## config.mk

```make
export PLATFORM = sky130hd
export DESIGN_NAME = alu_ctrl_seq
export DESIGN_NICKNAME = d
export VERILOG_FILES = /design/src/rtl/alu_ctrl_seq_pkg.sv /design/src/rtl/alu_ctrl_seq_cond_eval.sv /design/src/rtl/alu_ctrl_seq.sv
export SDC_FILE = /design/constraint.sdc
export NUM_CORES = 1
export LEC_CHECK = 0
export CAP_MARGIN = 0
export CORE_AREA = 2 2 163 165
export CTS_BUF_LIST = sky130_fd_sc_hd__clkbuf_4
export DETAILED_ROUTE_END_ITERATION = 8
export DIE_AREA = 0 0 165 167
export GPL_ROUTABILITY_DRIVEN = 0
export PLACE_DENSITY = 0.76
export SLEW_MARGIN = 20
export SYNTH_ARGS = -nofsm -noshare
export SYNTH_HDL_FRONTEND = slang
export SYNTH_SLANG_ARGS = --single-unit
export TNS_END_PERCENT = 10
```

## constraint.sdc

```tcl
create_clock -name clk -period 4.4 [get_ports clk]
set_input_delay 0.66 -clock clk [delete_from_list [all_inputs] [get_ports clk]]
set_output_delay 0.66 -clock clk [all_outputs]
set_load 0.05 [all_outputs]
```

## src/rtl/alu_ctrl_seq_pkg.sv

```systemverilog
// rtl/alu_ctrl_seq_pkg.sv - shared op codes, ALU function selects, condition codes and FSM states
package alu_ctrl_seq_pkg;

  localparam int W = 64;

  localparam logic [3:0] OP_AND = 4'd0;
  localparam logic [3:0] OP_ORR = 4'd1;
  localparam logic [3:0] OP_ADD = 4'd2;
  localparam logic [3:0] OP_EOR = 4'd3;
  localparam logic [3:0] OP_SUB = 4'd4;
  localparam logic [3:0] OP_LSL = 4'd5;
  localparam logic [3:0] OP_LSR = 4'd6;
  localparam logic [3:0] OP_MOV = 4'd7;

  // {op[2:0], A-invert, B-invert}
  localparam logic [4:0] FS_AND     = 5'b00000;
  localparam logic [4:0] FS_ORR     = 5'b00100;
  localparam logic [4:0] FS_ADD     = 5'b01000;
  localparam logic [4:0] FS_EOR     = 5'b01100;
  localparam logic [4:0] FS_SUB     = 5'b01001;
  localparam logic [4:0] FS_LSL     = 5'b10000;
  localparam logic [4:0] FS_LSR     = 5'b10100;
  localparam logic [4:0] FS_ILLEGAL = 5'b11000;

  // LEGv8 B.cond encodings
  localparam logic [3:0] COND_EQ = 4'd0;
  localparam logic [3:0] COND_NE = 4'd1;
  localparam logic [3:0] COND_HS = 4'd2;
  localparam logic [3:0] COND_LO = 4'd3;
  localparam logic [3:0] COND_MI = 4'd4;
  localparam logic [3:0] COND_PL = 4'd5;
  localparam logic [3:0] COND_VS = 4'd6;
  localparam logic [3:0] COND_VC = 4'd7;
  localparam logic [3:0] COND_HI = 4'd8;
  localparam logic [3:0] COND_LS = 4'd9;
  localparam logic [3:0] COND_GE = 4'd10;
  localparam logic [3:0] COND_LT = 4'd11;
  localparam logic [3:0] COND_GT = 4'd12;
  localparam logic [3:0] COND_LE = 4'd13;
  localparam logic [3:0] COND_AL = 4'd14;
  localparam logic [3:0] COND_NV = 4'd15;

  typedef enum logic [1:0] {
    ST_IDLE    = 2'd0,
    ST_DRIVE   = 2'd1,
    ST_CAPTURE = 2'd2,
    ST_RESP    = 2'd3
  } state_t;

  // Codes 8..15 have no ALU mapping
  function automatic logic op_legal(input logic [3:0] op);
    return !op[3];
  endfunction

endpackage

```

## src/rtl/alu_ctrl_seq_cond_eval.sv

```systemverilog
// rtl/alu_ctrl_seq_cond_eval.sv - B.cond evaluation against the {V,C,N,Z} flag register
module cond_eval
  import alu_ctrl_seq_pkg::*;
(
  input  logic [3:0] flags,
  input  logic [3:0] cond_code,
  output logic       cond_true
);

  logic v, c, n, z;
  assign {v, c, n, z} = flags;

  // Purely combinational decode of the condition code
  always_comb begin
    cond_true = 1'b1;
    case (cond_code)
      COND_EQ: cond_true = z;
      COND_NE: cond_true = !z;
      COND_HS: cond_true = c;
      COND_LO: cond_true = !c;
      COND_MI: cond_true = n;
      COND_PL: cond_true = !n;
      COND_VS: cond_true = v;
      COND_VC: cond_true = !v;
      COND_HI: cond_true = c && !z;
      COND_LS: cond_true = !(c && !z);
      COND_GE: cond_true = (n == v);
      COND_LT: cond_true = (n != v);
      COND_GT: cond_true = !z && (n == v);
      COND_LE: cond_true = !(!z && (n == v));
      COND_AL, COND_NV: cond_true = 1'b1;
      default: cond_true = 1'b1;
    endcase
  end

endmodule

```

## src/rtl/alu_ctrl_seq.sv

```systemverilog
// rtl/alu_ctrl_seq.sv - four-state sequencer driving an external ALU and holding NZCV flags
module alu_ctrl_seq
  import alu_ctrl_seq_pkg::*;
(
  input  logic         clk,
  input  logic         rst_n,
  input  logic         req_valid,
  output logic         req_ready,
  input  logic [3:0]   req_op,
  input  logic [W-1:0] req_a,
  input  logic [W-1:0] req_b,
  input  logic         req_setf,
  output logic [W-1:0] alu_a,
  output logic [W-1:0] alu_b,
  output logic [4:0]   alu_fs,
  output logic         alu_c0,
  input  logic [W-1:0] alu_f,
  input  logic [3:0]   alu_status,
  output logic         rsp_valid,
  input  logic         rsp_ready,
  output logic [W-1:0] rsp_result,
  output logic [3:0]   rsp_status,
  output logic         rsp_err,
  output logic [3:0]   flags,
  input  logic [3:0]   cond_code,
  output logic         cond_true
);

  state_t       state, state_next;
  logic [3:0]   op_q;
  logic [W-1:0] a_q, b_q;
  logic         setf_q;
  logic         legal_q;

  assign legal_q   = op_legal(op_q);
  assign req_ready = (state == ST_IDLE);
  assign rsp_valid = (state == ST_RESP);

  // State register
  always_ff @(posedge clk or negedge rst_n) begin
    if (!rst_n) state <= ST_IDLE;
    else        state <= state_next;
  end

  // Next-state: one pass through DRIVE and CAPTURE, then hold RESP until taken
  always_comb begin
    state_next = state;
    case (state)
      ST_IDLE:    if (req_valid) state_next = ST_DRIVE;
      ST_DRIVE:   state_next = ST_CAPTURE;
      ST_CAPTURE: state_next = ST_RESP;
      ST_RESP:    if (rsp_ready) state_next = ST_IDLE;
      default:    state_next = ST_IDLE;
    endcase
  end

  // Request is latched on acceptance so the requester may change its inputs afterwards
  always_ff @(posedge clk or negedge rst_n) begin
    if (!rst_n) begin
      op_q   <= '0;
      a_q    <= '0;
      b_q    <= '0;
      setf_q <= 1'b0;
    end else if (state == ST_IDLE && req_valid) begin
      op_q   <= req_op;
      a_q    <= req_a;
      b_q    <= req_b;
      setf_q <= req_setf;
    end
  end

  // ALU operand/function drive; zero whenever the ALU is not in use
  always_comb begin
    alu_a  = '0;
    alu_b  = '0;
    alu_fs = '0;
    alu_c0 = 1'b0;
    if (state == ST_DRIVE || state == ST_CAPTURE) begin
      alu_a = a_q;
      alu_b = b_q;
      case (op_q)
        OP_AND: alu_fs = FS_AND;
        OP_ORR: alu_fs = FS_ORR;
        OP_ADD: alu_fs = FS_ADD;
        OP_EOR: alu_fs = FS_EOR;
        OP_SUB: begin
          alu_fs = FS_SUB;
          alu_c0 = 1'b1;
        end
        OP_LSL: alu_fs = FS_LSL;
        OP_LSR: alu_fs = FS_LSR;
        OP_MOV: begin
          // MOV is realised as 0 | b
          alu_fs = FS_ORR;
          alu_a  = '0;
        end
        default: begin
          alu_fs = FS_ILLEGAL;
          alu_a  = '0;
          alu_b  = '0;
        end
      endcase
    end
  end

  // Response capture at the end of CAPTURE; illegal ops report a clean zero result
  always_ff @(posedge clk or negedge rst_n) begin
    if (!rst_n) begin
      rsp_result <= '0;
      rsp_status <= '0;
      rsp_err    <= 1'b0;
    end else if (state == ST_CAPTURE) begin
      rsp_result <= legal_q ? alu_f : '0;
      rsp_status <= legal_q ? alu_status : 4'b0000;
      rsp_err    <= !legal_q;
    end
  end

  // Architectural flags update only for legal, flag-setting operations
  always_ff @(posedge clk or negedge rst_n) begin
    if (!rst_n) flags <= 4'b0000;
    else if (state == ST_CAPTURE && setf_q && legal_q) flags <= alu_status;
  end

  cond_eval u_cond_eval (
    .flags     (flags),
    .cond_code (cond_code),
    .cond_true (cond_true)
  );

endmodule

```

==> flow_metrics.tcl, run 1 <==
set metrics [dict create \
    dp_hpwl_mm 18.9 \
    finalSetupViolCount 0 \
    cts_max_level 2 \
    grt_antenna_before_repair 1 \
    synth_edf_count 0 \
    leakage_nw 6.06 \
    fin_ws_ns 0.453 \
    clkTransAtPathRegs_ns 0.06 \
    irDropWorstVdd_uv 558 \
    ctsResizeCount 0 \
    synth-seq-area-share_pct 56.0 \
    die_w_um 165 \
    numCtsBuffers 57 \
    die_y_um 167 \
    final_common_cell "clkdlybuf4s50_1" \
    grt_start_max_net_pins 102 \
    start_kind "flop" \
    grt_pass1_wl_mm 41.7 \
    drtIter0Drc 373 \
    viasPerCell 4.64 \
    final_max_slew_viol_count 0 \
    drive_gt1_share_pct 18.9 \
    clock_sinks 208 \
    max-cap-violations 0 \
    synth_seq_cells 208 \
    synth.distinct_cells 33 \
    cp-end-kind "primary output" \
    cp.required_ns 3.74 \
    rsz0062_at_grt "no" \
    ys.flop_type "dfrtp_1" \
    tritoncts "built" \
    first_pass_iters 4 \
    synth_nets 1005 \
    ant_nets 0 \
    coreArea_mm2 0.0258 \
    overflow 0 \
    status "finished clean" \
    async_reset_ff_share_pct 100 \
    synthesis.area_mm2 0.00930 \
    finalCriticalPeriod_ns 3.95 \
    rows 59 \
    min_path_type "input port to asynchronous set/reset pin" \
    dp_slack_ns 0.636 \
    fin_setup_tns_ns 0 \
    worst_pin_slew_ns 0.831 \
    vias 7417 \
    fin_area_mm2 0.0145 \
    final_cell_mix "clkdlybuf4s50_1, dfrtp_1, mux2_2" \
    yosysWarnings 0 \
    syn_inst 793 \
    numPortBuffers 417 \
    syn_area_per_cell_um2 11.7 \
    clock_skew_ns 0.0199 \
    min_period_over_period_pct 89.7 \
    hold_violations 0 \
    critPathArrivalTime_ns 3.29 \
    routed_wl_mm 26.8 \
    routedWlPerCell_um 16.8 \
    ios 419 \
    crit_start "state[1]$_DFFE_PN0P_" \
    die-area_mm2 0.0276 \
    worstSkewPairLatency_ns 0.64 \
    max_clock_freq_mhz 253 \
    path_class "flop to primary output" \
    drc 0 \
    placed_cell_area_mm2 0.0138 \
    start_util_pct 36.1 \
    grt_pass1_vias 7823 \
    area_growth_pct 55.6 \
    reg2reg_from "state[0]$_DFFE_PN0P_" \
    grt_usage_pct 19.2 \
    power.density_mw_per_mm2 895 \
    critPathMaxFanout 64 \
    cts_setup_buffers 0 \
    fin_nets 1435 \
    holdBufCountCts 0 \
    slew_headroom_pct 44.6 \
    cts-root-buf "clkbuf_4" \
    ctsLongestPathBuffers 3 \
]
## metal layers
| layer | global-route usage (%) | part of all wire [%] |
|---|---|---|
| met2 | 33.2 | 49 |
| met1 | 21.7 | 38 |
| met3 | 6.60 | 9.0 |
| met5 | 0 | 0 |
| met4 | 7.30 | 3.2 |
## synth_stat cells, types with 2 or more instances
library cell  instances  area share [%]
nor2_1                5            0.20
nand2_1               7            0.28
nor2b_1               8            0.54
a31oi_1               2            0.13
xor2_1                2            0.19
and2_1              129             8.7
buf_2                29             1.6
or3_1                 2            0.13
o31a_1                2            0.19
dfrtp_1             208              56
nor3b_1               2            0.16
nand3b_1             67             5.4
ha_1                  3            0.40
nor4_1                2            0.13
nand2b_1              2            0.13
clkbuf_1             24            0.97
buf_4                 2            0.16
inv_1                73             2.9
a21oi_1               3            0.16
o21ai_0              71             3.8
mux2_2              138              17
## power breakdown
part | internal, mW | leakage (nW) | switching [mW]
logic | 2.97 | 3.11 | 5.01
clock network | 0.865 | 0.416 | 0.787
registers | 2.82 | 2.53 | 0.486
total | 6.66 | 6.06 | 6.29
## critical path, cell delays in order (launching register included)
cell and delay [ns]:
dfrtp_1 0.41, inv_1 0.07, ha_1 0.37, nand2b_1 0.14
a31oi_4 0.15, buf_4 0.43, and2_1 0.21, clkdlybuf4s50_1 0.83
## registers in the layout, summed over array words and instances (netlist names), 2 cells and up
register	count
op_q	4
rsp_result	64
flags	4
rsp_status	4
b_q	64
state	2
a_q	64
## metrics by stage
| step | std cells | hold WS, ns | utilization, % | power [mW] |
|---|---|---|---|---|
| 2_1_floorplan | 793 | 0.364 | - | 8.67 |
| 4_1_cts | 1597 | 0.0917 | 56.1 | 13.1 |
| 3_3_place_gp | 1499 | 0.478 | 53.5 | 11.2 |
| 3_5_place_dp | 1499 | 0.485 | 53.5 | 11.4 |
| 5_1_grt | 1598 | 0.124 | 56.1 | 13.7 |
| 6_report | 1598 | 0.113 | 56.1 | 12.9 |
## cell type report
cell class	count	area, um2
Inverter	73	274
Antenna cell	1	2.50
Tap cell	335	419
Clock inverter	14	53.8
Fill cell	2209	11300
Timing Repair Buffer	426	4280
Sequential cell	208	5200
Clock buffer	84	631
Multi-Input combinational cell	457	3600
## final timing paths
kind / to / slack [ns] / cells past startpoint
worst min register to register: a_q[55]$_DFFE_PN0P_ / 0.49 / 1
max in group asynchronous: b_q[48]$_DFFE_PN0P_ / 3.41 / 2
worst min-delay path: rsp_result[2]$_DFFE_PN0P_ / 0.11 / 1
worst max-delay path: alu_a[4] / 0.45 / 7
worst max register to register: rsp_result[15]$_DFFE_PN0P_ / 2.23 / 5
min in group clk: a_q[55]$_DFFE_PN0P_ / 0.49 / 1
## logic make-up after synthesis
| logic type | Yosys count | share of synthesized area (%) |
|---|---|---|
| AOI/OAI and AO/OA | 84 | 4.99 |
| xor gates and xnor gates | 3 | 0.283 |
| adders and majority gates | 3 | 0.404 |
| buffers and inverters | 128 | 5.64 |
| DFF | 208 | 56.0 |
| muxes | 139 | 16.8 |
| other | 1 | 0.0403 |
| and+or+nand+nor | 227 | 15.9 |
Power figures use the tool's default switching activity.
==> inputs of run 2 (changes only) <==
--- a/config.mk
+++ b/config.mk
@@ -12,7 +12,6 @@
 export DIE_AREA = 0 0 165 167
 export GPL_ROUTABILITY_DRIVEN = 0
 export PLACE_DENSITY = 0.76
-export SLEW_MARGIN = 20
 export SYNTH_ARGS = -nofsm -noshare
 export SYNTH_HDL_FRONTEND = slang
 export SYNTH_SLANG_ARGS = --single-unit
==> results of run 2 <==
The final DEF is identical to that of run 1; final timing and power are the same.
